**src/rtl/apb_global_pkg.sv**
```systemverilog
// rtl/apb_global_pkg.sv - shared state/transfer types, command struct and default sizing for the APB master bridge
package apb_global_pkg;

  localparam int unsigned ADDR_MAX_W      = 32;
  localparam int unsigned DATA_MAX_W      = 32;
  localparam int unsigned SLAVE_ADDR_BITS = 8;
  localparam int unsigned MAX_WAIT        = 16;

  typedef enum logic [1:0] {
    IDLE   = 2'b00,
    SETUP  = 2'b01,
    ACCESS = 2'b10
  } operation_states_e;

  typedef enum logic {
    READ  = 1'b0,
    WRITE = 1'b1
  } tx_type_e;

  // Held at the widest legal size; the bridge slices down to its configured widths.
  typedef struct packed {
    tx_type_e                  write;
    logic [ADDR_MAX_W-1:0]     addr;
    logic [DATA_MAX_W-1:0]     wdata;
    logic [DATA_MAX_W/8-1:0]   strb;
    logic [2:0]                prot;
  } apb_cmd_s;

endpackage

```
**src/rtl/apb_addr_decoder.sv**
```systemverilog
// rtl/apb_addr_decoder.sv - maps an address to a one-hot completer select; flags addresses beyond the last completer
module apb_addr_decoder #(
  parameter int unsigned ADDRESS_WIDTH   = 32,
  parameter int unsigned NO_OF_SLAVES    = 3,
  parameter int unsigned SLAVE_ADDR_BITS = 8
) (
  input  logic [ADDRESS_WIDTH-1:0] addr_i,
  output logic [NO_OF_SLAVES-1:0]  sel_o,
  output logic                     decode_err_o
);

  logic [ADDRESS_WIDTH-1:0] idx;

  assign idx = addr_i >> SLAVE_ADDR_BITS;

  always_comb begin
    sel_o = '0;
    for (int i = 0; i < NO_OF_SLAVES; i++) begin
      sel_o[i] = (idx == ADDRESS_WIDTH'(i));
    end
  end

  assign decode_err_o = ~|sel_o;

endmodule

```
**src/rtl/apb_master_bridge.sv**
```systemverilog
// rtl/apb_master_bridge.sv - APB4 requester turning valid/ready commands into APB transfers to NO_OF_SLAVES completers
// Optional APB_TIMEOUT_EN: abort an ACCESS phase that has waited MAX_WAIT cycles and flag rsp_timeout.
import apb_global_pkg::*;

module apb_master_bridge #(
  parameter int unsigned ADDRESS_WIDTH   = 32,
  parameter int unsigned DATA_WIDTH      = 32,
  parameter int unsigned NO_OF_SLAVES    = 3,
  parameter int unsigned SLAVE_ADDR_BITS = apb_global_pkg::SLAVE_ADDR_BITS,
  parameter int unsigned MAX_WAIT        = apb_global_pkg::MAX_WAIT
) (
  input  logic                      pclk,
  input  logic                      preset,
  input  logic                      cmd_valid,
  output logic                      cmd_ready,
  input  logic                      cmd_write,
  input  logic [ADDRESS_WIDTH-1:0]  cmd_addr,
  input  logic [DATA_WIDTH-1:0]     cmd_wdata,
  input  logic [DATA_WIDTH/8-1:0]   cmd_strb,
  input  logic [2:0]                cmd_prot,
  output logic                      rsp_valid,
  output logic [DATA_WIDTH-1:0]     rsp_rdata,
  output logic                      rsp_slverr,
  output logic                      rsp_timeout,
  output logic [NO_OF_SLAVES-1:0]   pselx,
  output logic                      penable,
  output logic                      pwrite,
  output logic [ADDRESS_WIDTH-1:0]  paddr,
  output logic [DATA_WIDTH-1:0]     pwdata,
  output logic [DATA_WIDTH/8-1:0]   pstrb,
  output logic [2:0]                pprot,
  input  logic                      pready,
  input  logic [DATA_WIDTH-1:0]     prdata,
  input  logic                      pslverr
);

  operation_states_e         state_q, state_d;
  apb_cmd_s                  cmd_q, cmd_d;
  logic [NO_OF_SLAVES-1:0]   sel_q, sel_d, dec_sel;
  logic                      dec_err;
  logic                      rsp_valid_q, rsp_valid_d;
  logic                      rsp_slverr_q, rsp_slverr_d;
  logic [DATA_WIDTH-1:0]     rsp_rdata_q, rsp_rdata_d;
  logic                      pend_q, pend_d;
  logic                      ready_c;
  logic                      accept;

`ifdef APB_TIMEOUT_EN
  localparam int unsigned WAIT_W = $clog2(MAX_WAIT + 1);
  logic [WAIT_W-1:0] wait_q, wait_d;
  logic              rsp_timeout_q, rsp_timeout_d;
`endif

  apb_addr_decoder #(
    .ADDRESS_WIDTH   (ADDRESS_WIDTH),
    .NO_OF_SLAVES    (NO_OF_SLAVES),
    .SLAVE_ADDR_BITS (SLAVE_ADDR_BITS)
  ) u_decoder (
    .addr_i       (cmd_addr),
    .sel_o        (dec_sel),
    .decode_err_o (dec_err)
  );

  assign cmd_ready = ready_c & ~preset;
  assign accept    = cmd_valid & cmd_ready;

  always_comb begin
    state_d      = state_q;
    cmd_d        = cmd_q;
    sel_d        = sel_q;
    pend_d       = 1'b0;
    ready_c      = 1'b0;
    rsp_valid_d  = 1'b0;
    rsp_slverr_d = 1'b0;
    rsp_rdata_d  = '0;
`ifdef APB_TIMEOUT_EN
    wait_d        = wait_q;
    rsp_timeout_d = 1'b0;
`endif

    unique case (state_q)
      IDLE: begin
        // A decode error accepted during the previous completion is answered here.
        ready_c = ~pend_q;
        if (pend_q) begin
          rsp_valid_d  = 1'b1;
          rsp_slverr_d = 1'b1;
        end
      end
      SETUP: begin
        state_d = ACCESS;
`ifdef APB_TIMEOUT_EN
        wait_d  = '0;
`endif
      end
      ACCESS: begin
        if (pready) begin
          ready_c      = 1'b1;
          state_d      = IDLE;
          rsp_valid_d  = 1'b1;
          rsp_slverr_d = pslverr;
          rsp_rdata_d  = (cmd_q.write == WRITE || pslverr) ? '0 : prdata;
        end
`ifdef APB_TIMEOUT_EN
        else if (wait_q == WAIT_W'(MAX_WAIT)) begin
          state_d       = IDLE;
          rsp_valid_d   = 1'b1;
          rsp_slverr_d  = 1'b1;
          rsp_timeout_d = 1'b1;
        end else begin
          wait_d = wait_q + WAIT_W'(1);
        end
`endif
      end
      default: state_d = IDLE;
    endcase

    if (accept) begin
      if (dec_err) begin
        if (state_q == ACCESS) begin
          pend_d = 1'b1;
        end else begin
          rsp_valid_d  = 1'b1;
          rsp_slverr_d = 1'b1;
          rsp_rdata_d  = '0;
        end
      end else begin
        state_d     = SETUP;
        sel_d       = dec_sel;
        cmd_d.write = tx_type_e'(cmd_write);
        cmd_d.addr  = ADDR_MAX_W'(cmd_addr);
        cmd_d.prot  = cmd_prot;
        cmd_d.wdata = cmd_write ? DATA_MAX_W'(cmd_wdata) : '0;
        cmd_d.strb  = cmd_write ? (DATA_MAX_W/8)'(cmd_strb) : '0;
      end
    end
  end

  always_ff @(posedge pclk or posedge preset) begin
    if (preset) begin
      state_q      <= IDLE;
      cmd_q        <= '0;
      sel_q        <= '0;
      pend_q       <= 1'b0;
      rsp_valid_q  <= 1'b0;
      rsp_slverr_q <= 1'b0;
      rsp_rdata_q  <= '0;
    end else begin
      state_q      <= state_d;
      cmd_q        <= cmd_d;
      sel_q        <= sel_d;
      pend_q       <= pend_d;
      rsp_valid_q  <= rsp_valid_d;
      rsp_slverr_q <= rsp_slverr_d;
      rsp_rdata_q  <= rsp_rdata_d;
    end
  end

`ifdef APB_TIMEOUT_EN
  always_ff @(posedge pclk or posedge preset) begin
    if (preset) begin
      wait_q        <= '0;
      rsp_timeout_q <= 1'b0;
    end else begin
      wait_q        <= wait_d;
      rsp_timeout_q <= rsp_timeout_d;
    end
  end

  assign rsp_timeout = rsp_timeout_q;
`else
  assign rsp_timeout = 1'b0;
`endif

  assign pselx      = (state_q == IDLE) ? '0 : sel_q;
  assign penable    = (state_q == ACCESS);
  assign pwrite     = (cmd_q.write == WRITE);
  assign paddr      = cmd_q.addr[ADDRESS_WIDTH-1:0];
  assign pwdata     = cmd_q.wdata[DATA_WIDTH-1:0];
  assign pstrb      = cmd_q.strb[DATA_WIDTH/8-1:0];
  assign pprot      = cmd_q.prot;
  assign rsp_valid  = rsp_valid_q;
  assign rsp_slverr = rsp_slverr_q;
  assign rsp_rdata  = rsp_rdata_q;

endmodule

```
**config.mk**
```make
export PLATFORM = sky130hd
export DESIGN_NAME = apb_master_bridge
export DESIGN_NICKNAME = d
export VERILOG_FILES = /design/src/rtl/apb_global_pkg.sv /design/src/rtl/apb_addr_decoder.sv /design/src/rtl/apb_master_bridge.sv
export SDC_FILE = /design/constraint.sdc
export NUM_CORES = 1
export LEC_CHECK = 0
export CELL_PAD_IN_SITES_DETAIL_PLACEMENT = 2
export CELL_PAD_IN_SITES_GLOBAL_PLACEMENT = 2
export CORE_MARGIN = 10
export CORE_UTILIZATION = 24
export CTS_CLUSTER_DIAMETER = 200
export DETAILED_ROUTE_END_ITERATION = 12
export PLACE_DENSITY = 0.79
export SLEW_MARGIN = 20
export SYNTH_ARGS = -nofsm -noshare
export SYNTH_HDL_FRONTEND = slang
export SYNTH_SLANG_ARGS = --single-unit
```
**constraint.sdc**
```tcl
create_clock -name pclk -period 5.9 [get_ports pclk]
set_clock_uncertainty 0.1 [all_clocks]
set_input_delay 1.475 -clock pclk [delete_from_list [all_inputs] [get_ports pclk]]
set_output_delay 1.475 -clock pclk [all_outputs]
set_load 0.02 [all_outputs]
```
# After elaboration in Yosys (flattened, before gate mapping)
# Index checks and enable logic that the tools add are counted.
# Widths: inputs -> output; s select.
[op_classes]
eq_ne = 4
muxes = 28
bitwise = 4
n_reduce_logical = 5
[op_table]
columns = ["operator", "count"]
rows = [
  ["$mux 32", 7],
  ["$logic_not 32->1", 1],
  ["$eq 24x1->1 const B", 1],
  ["$eq 24x2->1 const B", 1],
  ["$mux 1", 12],
  ["$mux 2", 3],
  ["$pmux 1 s2", 3],
  ["$pmux 2 s3", 1],
  ["$mux 4", 1],
  ["$mux 3", 1],
  ["$reduce_or 3->1", 1],
  ["$and 1x1->1", 2],
  ["$eq 2x1->1 const B", 1],
  ["$eq 2x2->1 const B", 1],
  ["$logic_not 2->1", 1],
  ["$not 1->1", 2],
  ["$reduce_and 2->1", 1],
  ["$logic_or 1x1->1", 1],
]
[word_totals]
ff_bits = 112
inputBits = 109

# Logic depth before layout (Yosys ltp)
[depth]
ltp_word = 7
ltp_mapped = 5
mapped_depth_nobuf = 4

# Cells and area by module
# From an unflattened synthesis, not the netlist that was laid out.
[hier_totals]
cells_unflattened = 349
area_unflattened_um2 = 4433.0
[modules_own_cells]
columns = ["mod", "n_inst", "cells_each", "area_each_um2"]
rows = [
  ["apb_master_bridge", 1, 334, 4331.7],
  ["apb_addr_decoder", 1, 15, 101.3],
]

# Least setup slack after synthesis
# OpenSTA, ideal clock, no wires.
[synth_path]
path_kind = "in2out"
start = "input port pready"
end = "output port cmd_ready"
t_arrival_ps = 1859
required_ps = 4325
setup_slack_ps = 2466
path_stages = 2
path_cell_list = "and2_1 > o21a_1"
[synth_between]
elab_chain_cells = 3
[synth_rtl]
columns = ["item", "line_no", "rtl"]
rows = [
  ["start: declaration", "apb_master_bridge.sv:32", "input logic pready,"],
  ["$mux 1", "apb_master_bridge.sv:97", "if (pready) begin"],
  ["$pmux 1 s2", "apb_master_bridge.sv:81", "unique case (state_q)"],
  ["$and 1x1->1", "apb_master_bridge.sv:64", "assign cmd_ready = ready_c & ~preset;"],
  ["end: declaration", "apb_master_bridge.sv:15", "output logic cmd_ready,"],
]
# No other way between the ends.

# Final worst setup path
# Ends and elaborated chain as after synthesis.

==> results_tabular.tex <==
\begin{tabular}{lr}
\hline
Metric & Value \\
\hline
\multicolumn{2}{l}{\textbf{Drt}} \\
Detailed-route vias per instance & 4.27 \\
Number of vias in the routed layout & roughly 3,400 \\
Iteration count of the initial detailed-routing pass & 3 \\
Post-route DRC & 0 \\
Initial DRC Count & about 120 \\
Number of nets with antenna violations after routing & 0 \\
Total length of routed wires & 15,600 um \\
Wire length per cell after detailed routing & roughly 20 um \\
\multicolumn{2}{l}{\textbf{Finish}} \\
Storage element area & around 0.0028 mm2 \\
Area of combinational cells with multiple inputs & 0.00127 mm2 \\
Final standard cell area without fillers & a little over 0.007 mm2 \\
Number of inserted diodes & 0 \\
Nets@finish & 682 \\
Fillers & around 1,800 \\
Synth-to-layout area growth & 64.3\% \\
Share of layout cells above drive strength 1 & between 5 and 6\% \\
\multicolumn{2}{l}{\textbf{STA}} \\
Number of pins with negative max-slew slack in the final report & 0 \\
Hold Vio Cnt, Final & 0 \\
Post-route fraction of the period consumed by the critical path & $\sim$77\% \\
Worst Max-Slew Pin Slew & $\sim$0.8 ns \\
RSZ-0062 raised after global routing & no \\
Shortest clock period the worst path allows after layout & 4.57 ns \\
Worst setup slack after layout & between 1 and 1.5 ns \\
Achievable frequency & $\sim$220 MHz \\
Max\_slew headroom & between 40\% and 50\% \\
Number of failing setup endpoints in the final timing report & 0 \\
Post-route setup TNS & 0 ns \\
\multicolumn{2}{l}{\textbf{Yosys}} \\
Multiplexer fraction of the synthesized cell area & between 10 and 15\% \\
Cell with the most instances after synthesis & sky130\_fd\_sc\_hd\_\_dfrtp\_1 \\
Fraction of registers with async set or reset after synthesis & 100\% \\
Synth area leaders & sky130\_fd\_sc\_hd\_\_dfrtp\_1, sky130\_fd\_sc\_hd\_\_mux2i\_1, sky130\_fd\_sc\_hd\_\_and2\_1 \\
Sequential cell area fraction in the yosys report & about two thirds \\
Mean area per synthesized cell & 12.1 um2 \\
Flip-flop and latch count after synthesis & roughly 110 \\
Synthesized net count & 462 \\
Combined area of all synthesized cells & 0.00428 mm2 \\
Post-synthesis share of cell area spent on and, or, nand and nor gates & 16.4\% \\
Main combinational cell family by area after synthesis & simple AND/OR/NAND/NOR gates \\
Warnings from Yosys & 0 \\
Parity-gate share of the synthesized area counting xor and xnor cells & 0\% \\
Top cell type's share of synthesized area & around 65\% \\
Number of different library cells in the post-synthesis netlist & 25 \\
Number of instances in the synthesized netlist & 353 \\
Dominant cell type by area after synthesis & sky130\_fd\_sc\_hd\_\_dfrtp\_1 \\
Most frequently used flop master after synthesis & sky130\_fd\_sc\_hd\_\_dfrtp\_1 \\
Number of flops mapped to enable cells by yosys & 0 \\
Commonest cells in the netlist & sky130\_fd\_sc\_hd\_\_dfrtp\_1, sky130\_fd\_sc\_hd\_\_inv\_1, sky130\_fd\_sc\_hd\_\_nand2\_1, sky130\_fd\_sc\_hd\_\_mux2i\_1, sky130\_fd\_sc\_hd\_\_and2\_1 \\
Arithmetic-cell share of the synthesized area counting full adders, half adders and majority gates & 0\% \\
Fraction of the mapped netlist area in compound gates & 1.55\% \\
\multicolumn{2}{l}{\textbf{CTS}} \\
H-tree depth reported by CTS & 3 \\
Root Buffer & sky130\_fd\_sc\_hd\_\_clkbuf\_16 \\
Quantity of hold-fixing buffers added after cts & 0 \\
Maximum clock insertion buffer count & 2 \\
Clock latency at the later pin of the worst-skew pair & $\sim$0.35 ns \\
Resize count post-CTS & 0 \\
CTS tree & done \\
Clock-pin slew reported for the worst setup and hold paths after clock tree synthesis & 0.07 ns \\
Number of CTS-inserted buffers & 9 \\
Sink count of the clock tree & around 110 \\
Buffer count from post-CTS setup fixing & 0 \\
\multicolumn{2}{l}{\textbf{Placed design}} \\
Hpwl dp & 12,300 um \\
Pre-CTS setup slack & around 1.3 ns \\
Area after DPL & 0.00674 mm2 \\
Gpl congestion & 0.744 \\
Number of port buffers & between 200 and 250 \\
\multicolumn{2}{l}{\textbf{Setup path}} \\
Worst Path Max Fanout & 5 \\
Total buffers and inverters traversed by the critical path & 2 \\
Crit-path most repeated cell & sky130\_fd\_sc\_hd\_\_clkdlybuf4s50\_1 \\
Worst endpoint required time & $\sim$4.3 ns \\
Kind of capture point of the worst setup path & output pin \\
Endpoint arrival time on the critical path & approximately 3 ns \\
Worst setup SP type & input pin \\
Critical Path Slowest Stage Cell & sky130\_fd\_sc\_hd\_\_clkdlybuf4s50\_1 \\
Number of cells on the critical path & 4 \\
Stage delay of the slowest cell on the critical path & between 0.6 and 0.7 ns \\
CP delay by family, top & buffers and inverters \\
Kind of critical path & input pin to output pin \\
Worst Reg2Reg Path Length in Cells & 5 \\
Ordered cell list for the critical path & clkdlybuf4s50\_1, and2\_1, o21a\_1, clkdlybuf4s50\_1 \\
\multicolumn{2}{l}{\textbf{Power}} \\
Post-route total power & about 1.5 mW \\
Total power per unit cell area & roughly 210 mW/mm2 \\
Leakage component of the power & 3.20 nW \\
Max IR drop VDD & around 0.00012 V \\
\multicolumn{2}{l}{\textbf{Global route}} \\
Global router's overall resource usage & between 10\% and 20\% \\
Number of antenna violations at the first check in global routing & 0 \\
Wire length of the first global-routing pass & around 24,000 um \\
Number of global-route vias before repair & 4,090 \\
Largest net degree at the start of global routing & 85 \\
Overall overflow remaining after global route & 0 \\
\multicolumn{2}{l}{\textbf{Floorplan}} \\
Die Span Y & roughly 150 um \\
Number of top-level design ports & between 200 and 250 \\
Area of the die & between 0.02 and 0.025 mm2 \\
Row cnt & 48 \\
DIE WIDTH & about 150 um \\
Initial core utilization & about a quarter \\
Core Box Area & between 0.015 and 0.02 mm2 \\
\multicolumn{2}{l}{\textbf{Outcome}} \\
Outcome & completed \\
\multicolumn{2}{l}{\textbf{Min path}} \\
Worst hold stages & 1 \\
Worst min path class & flop to flop \\
\multicolumn{2}{l}{\textbf{Flow run}} \\
Number of violations of the max-capacitance limit & 0 \\
\hline
\end{tabular}
## worst reg2reg max path: stages (launching register included)
cell and delay, ns:
sky130_fd_sc_hd__dfrtp_1 0.42, sky130_fd_sc_hd__nor2_1 0.23, sky130_fd_sc_hd__o211ai_1 0.29, sky130_fd_sc_hd__nor4_4 0.38, sky130_fd_sc_hd__buf_4 0.65, sky130_fd_sc_hd__mux2_2 0.45
## layer usage
metal,part of all wire (%),vias up,GRT usage (%)
li1,-,1560,-
met1,38,1707,13.3
met2,50,142,22.3
met3,11,14,7.31
met4,1.4,0,4.23
met5,0,-,0
## registers in the layout (all words and copies together), names as in the netlist
name / cells
pend_q: 1
paddr: 32
sel_q: 3
pprot: 3
rsp_slverr: 1
pwrite: 1
rsp_valid: 1
rsp_rdata: 32
pwdata: 32
state_q: 2
pstrb: 4
## cell families after synthesis
kind of cell           after synthesis
DFF                                112
buffers and inverters               54
muxes                               48
AOI/OAI and AO/OA                   10
and+or+nand+nor                    128
other                                1
## metrics by stage
| stage | std cells | util, % | hold WS [ns] |
|---|---|---|---|
| after floorplan | 353 | - | 0.356 |
| after global placement | 787 | 38.7 | 0.367 |
| after detailed placement | 787 | 38.7 | 0.377 |
| after CTS | 802 | 40.4 | 0.394 |
| after global routing | 802 | 40.4 | 0.420 |
| final | 802 | 40.4 | 0.392 |
## power breakdown
group	switching, mW	internal, mW
combinational	0.0417	0.0698
sequential	0.000253	0.768
clock	0.276	0.352
total	0.318	1.19
## placed cells by master, fill, tap and decap left out
master                            netlist  final
sky130_fd_sc_hd__nand4_1                2      2
sky130_fd_sc_hd__o21a_1                 5      5
sky130_fd_sc_hd__nand3b_1               1      1
sky130_fd_sc_hd__nor2b_1               24     24
sky130_fd_sc_hd__nor2_1                 7      7
sky130_fd_sc_hd__o211ai_1               1      1
sky130_fd_sc_hd__or4_1                  2      2
sky130_fd_sc_hd__o22ai_1                1      1
sky130_fd_sc_hd__buf_4                  1      5
sky130_fd_sc_hd__clkbuf_1               8      2
sky130_fd_sc_hd__clkbuf_16              0      9
sky130_fd_sc_hd__bufinv_16              0      1
sky130_fd_sc_hd__nand2b_1               2      2
sky130_fd_sc_hd__mux2_2                12     12
sky130_fd_sc_hd__nor3_1                 4      4
sky130_fd_sc_hd__clkinv_4               0      1
sky130_fd_sc_hd__clkbuf_8               0      2
sky130_fd_sc_hd__o21ai_0                1      1
sky130_fd_sc_hd__mux2i_1               36     36
sky130_fd_sc_hd__nor4_4                 1      1
sky130_fd_sc_hd__inv_6                  0      1
sky130_fd_sc_hd__and2_1                34     34
sky130_fd_sc_hd__nor4b_2                0      1
sky130_fd_sc_hd__nor4_1                11     11
sky130_fd_sc_hd__clkdlybuf4s50_1        0    219
sky130_fd_sc_hd__conb_1                 1      1
sky130_fd_sc_hd__a21oi_1                2      2
sky130_fd_sc_hd__inv_1                 39     38
sky130_fd_sc_hd__dfrtp_1              112    112
sky130_fd_sc_hd__nand2_1               39     39
## worst paths after layout
check | startpoint | to | slack, ns
max | pready | cmd_ready | 1.33
min | sel_q[2] | sel_q[2] | 0.39
max reg2reg | state_q[1] | paddr[7] | 3.26
min reg2reg | sel_q[2] | sel_q[2] | 0.39
max in group asynchronous | preset | pwdata[7] | 3.27
min in group asynchronous | preset | pprot[1] | 1.57
## area by class of cell
cell class	count	area share, %
Tap cell	225	4.00
Clock buffer	13	3.70
Sequential cell	112	39.8
Multi-Input combinational cell	187	18.1
Clock inverter	2	0.551
Inverter	39	2.15
Timing Repair Buffer	224	31.7
Power figures use the tool's default switching activity.
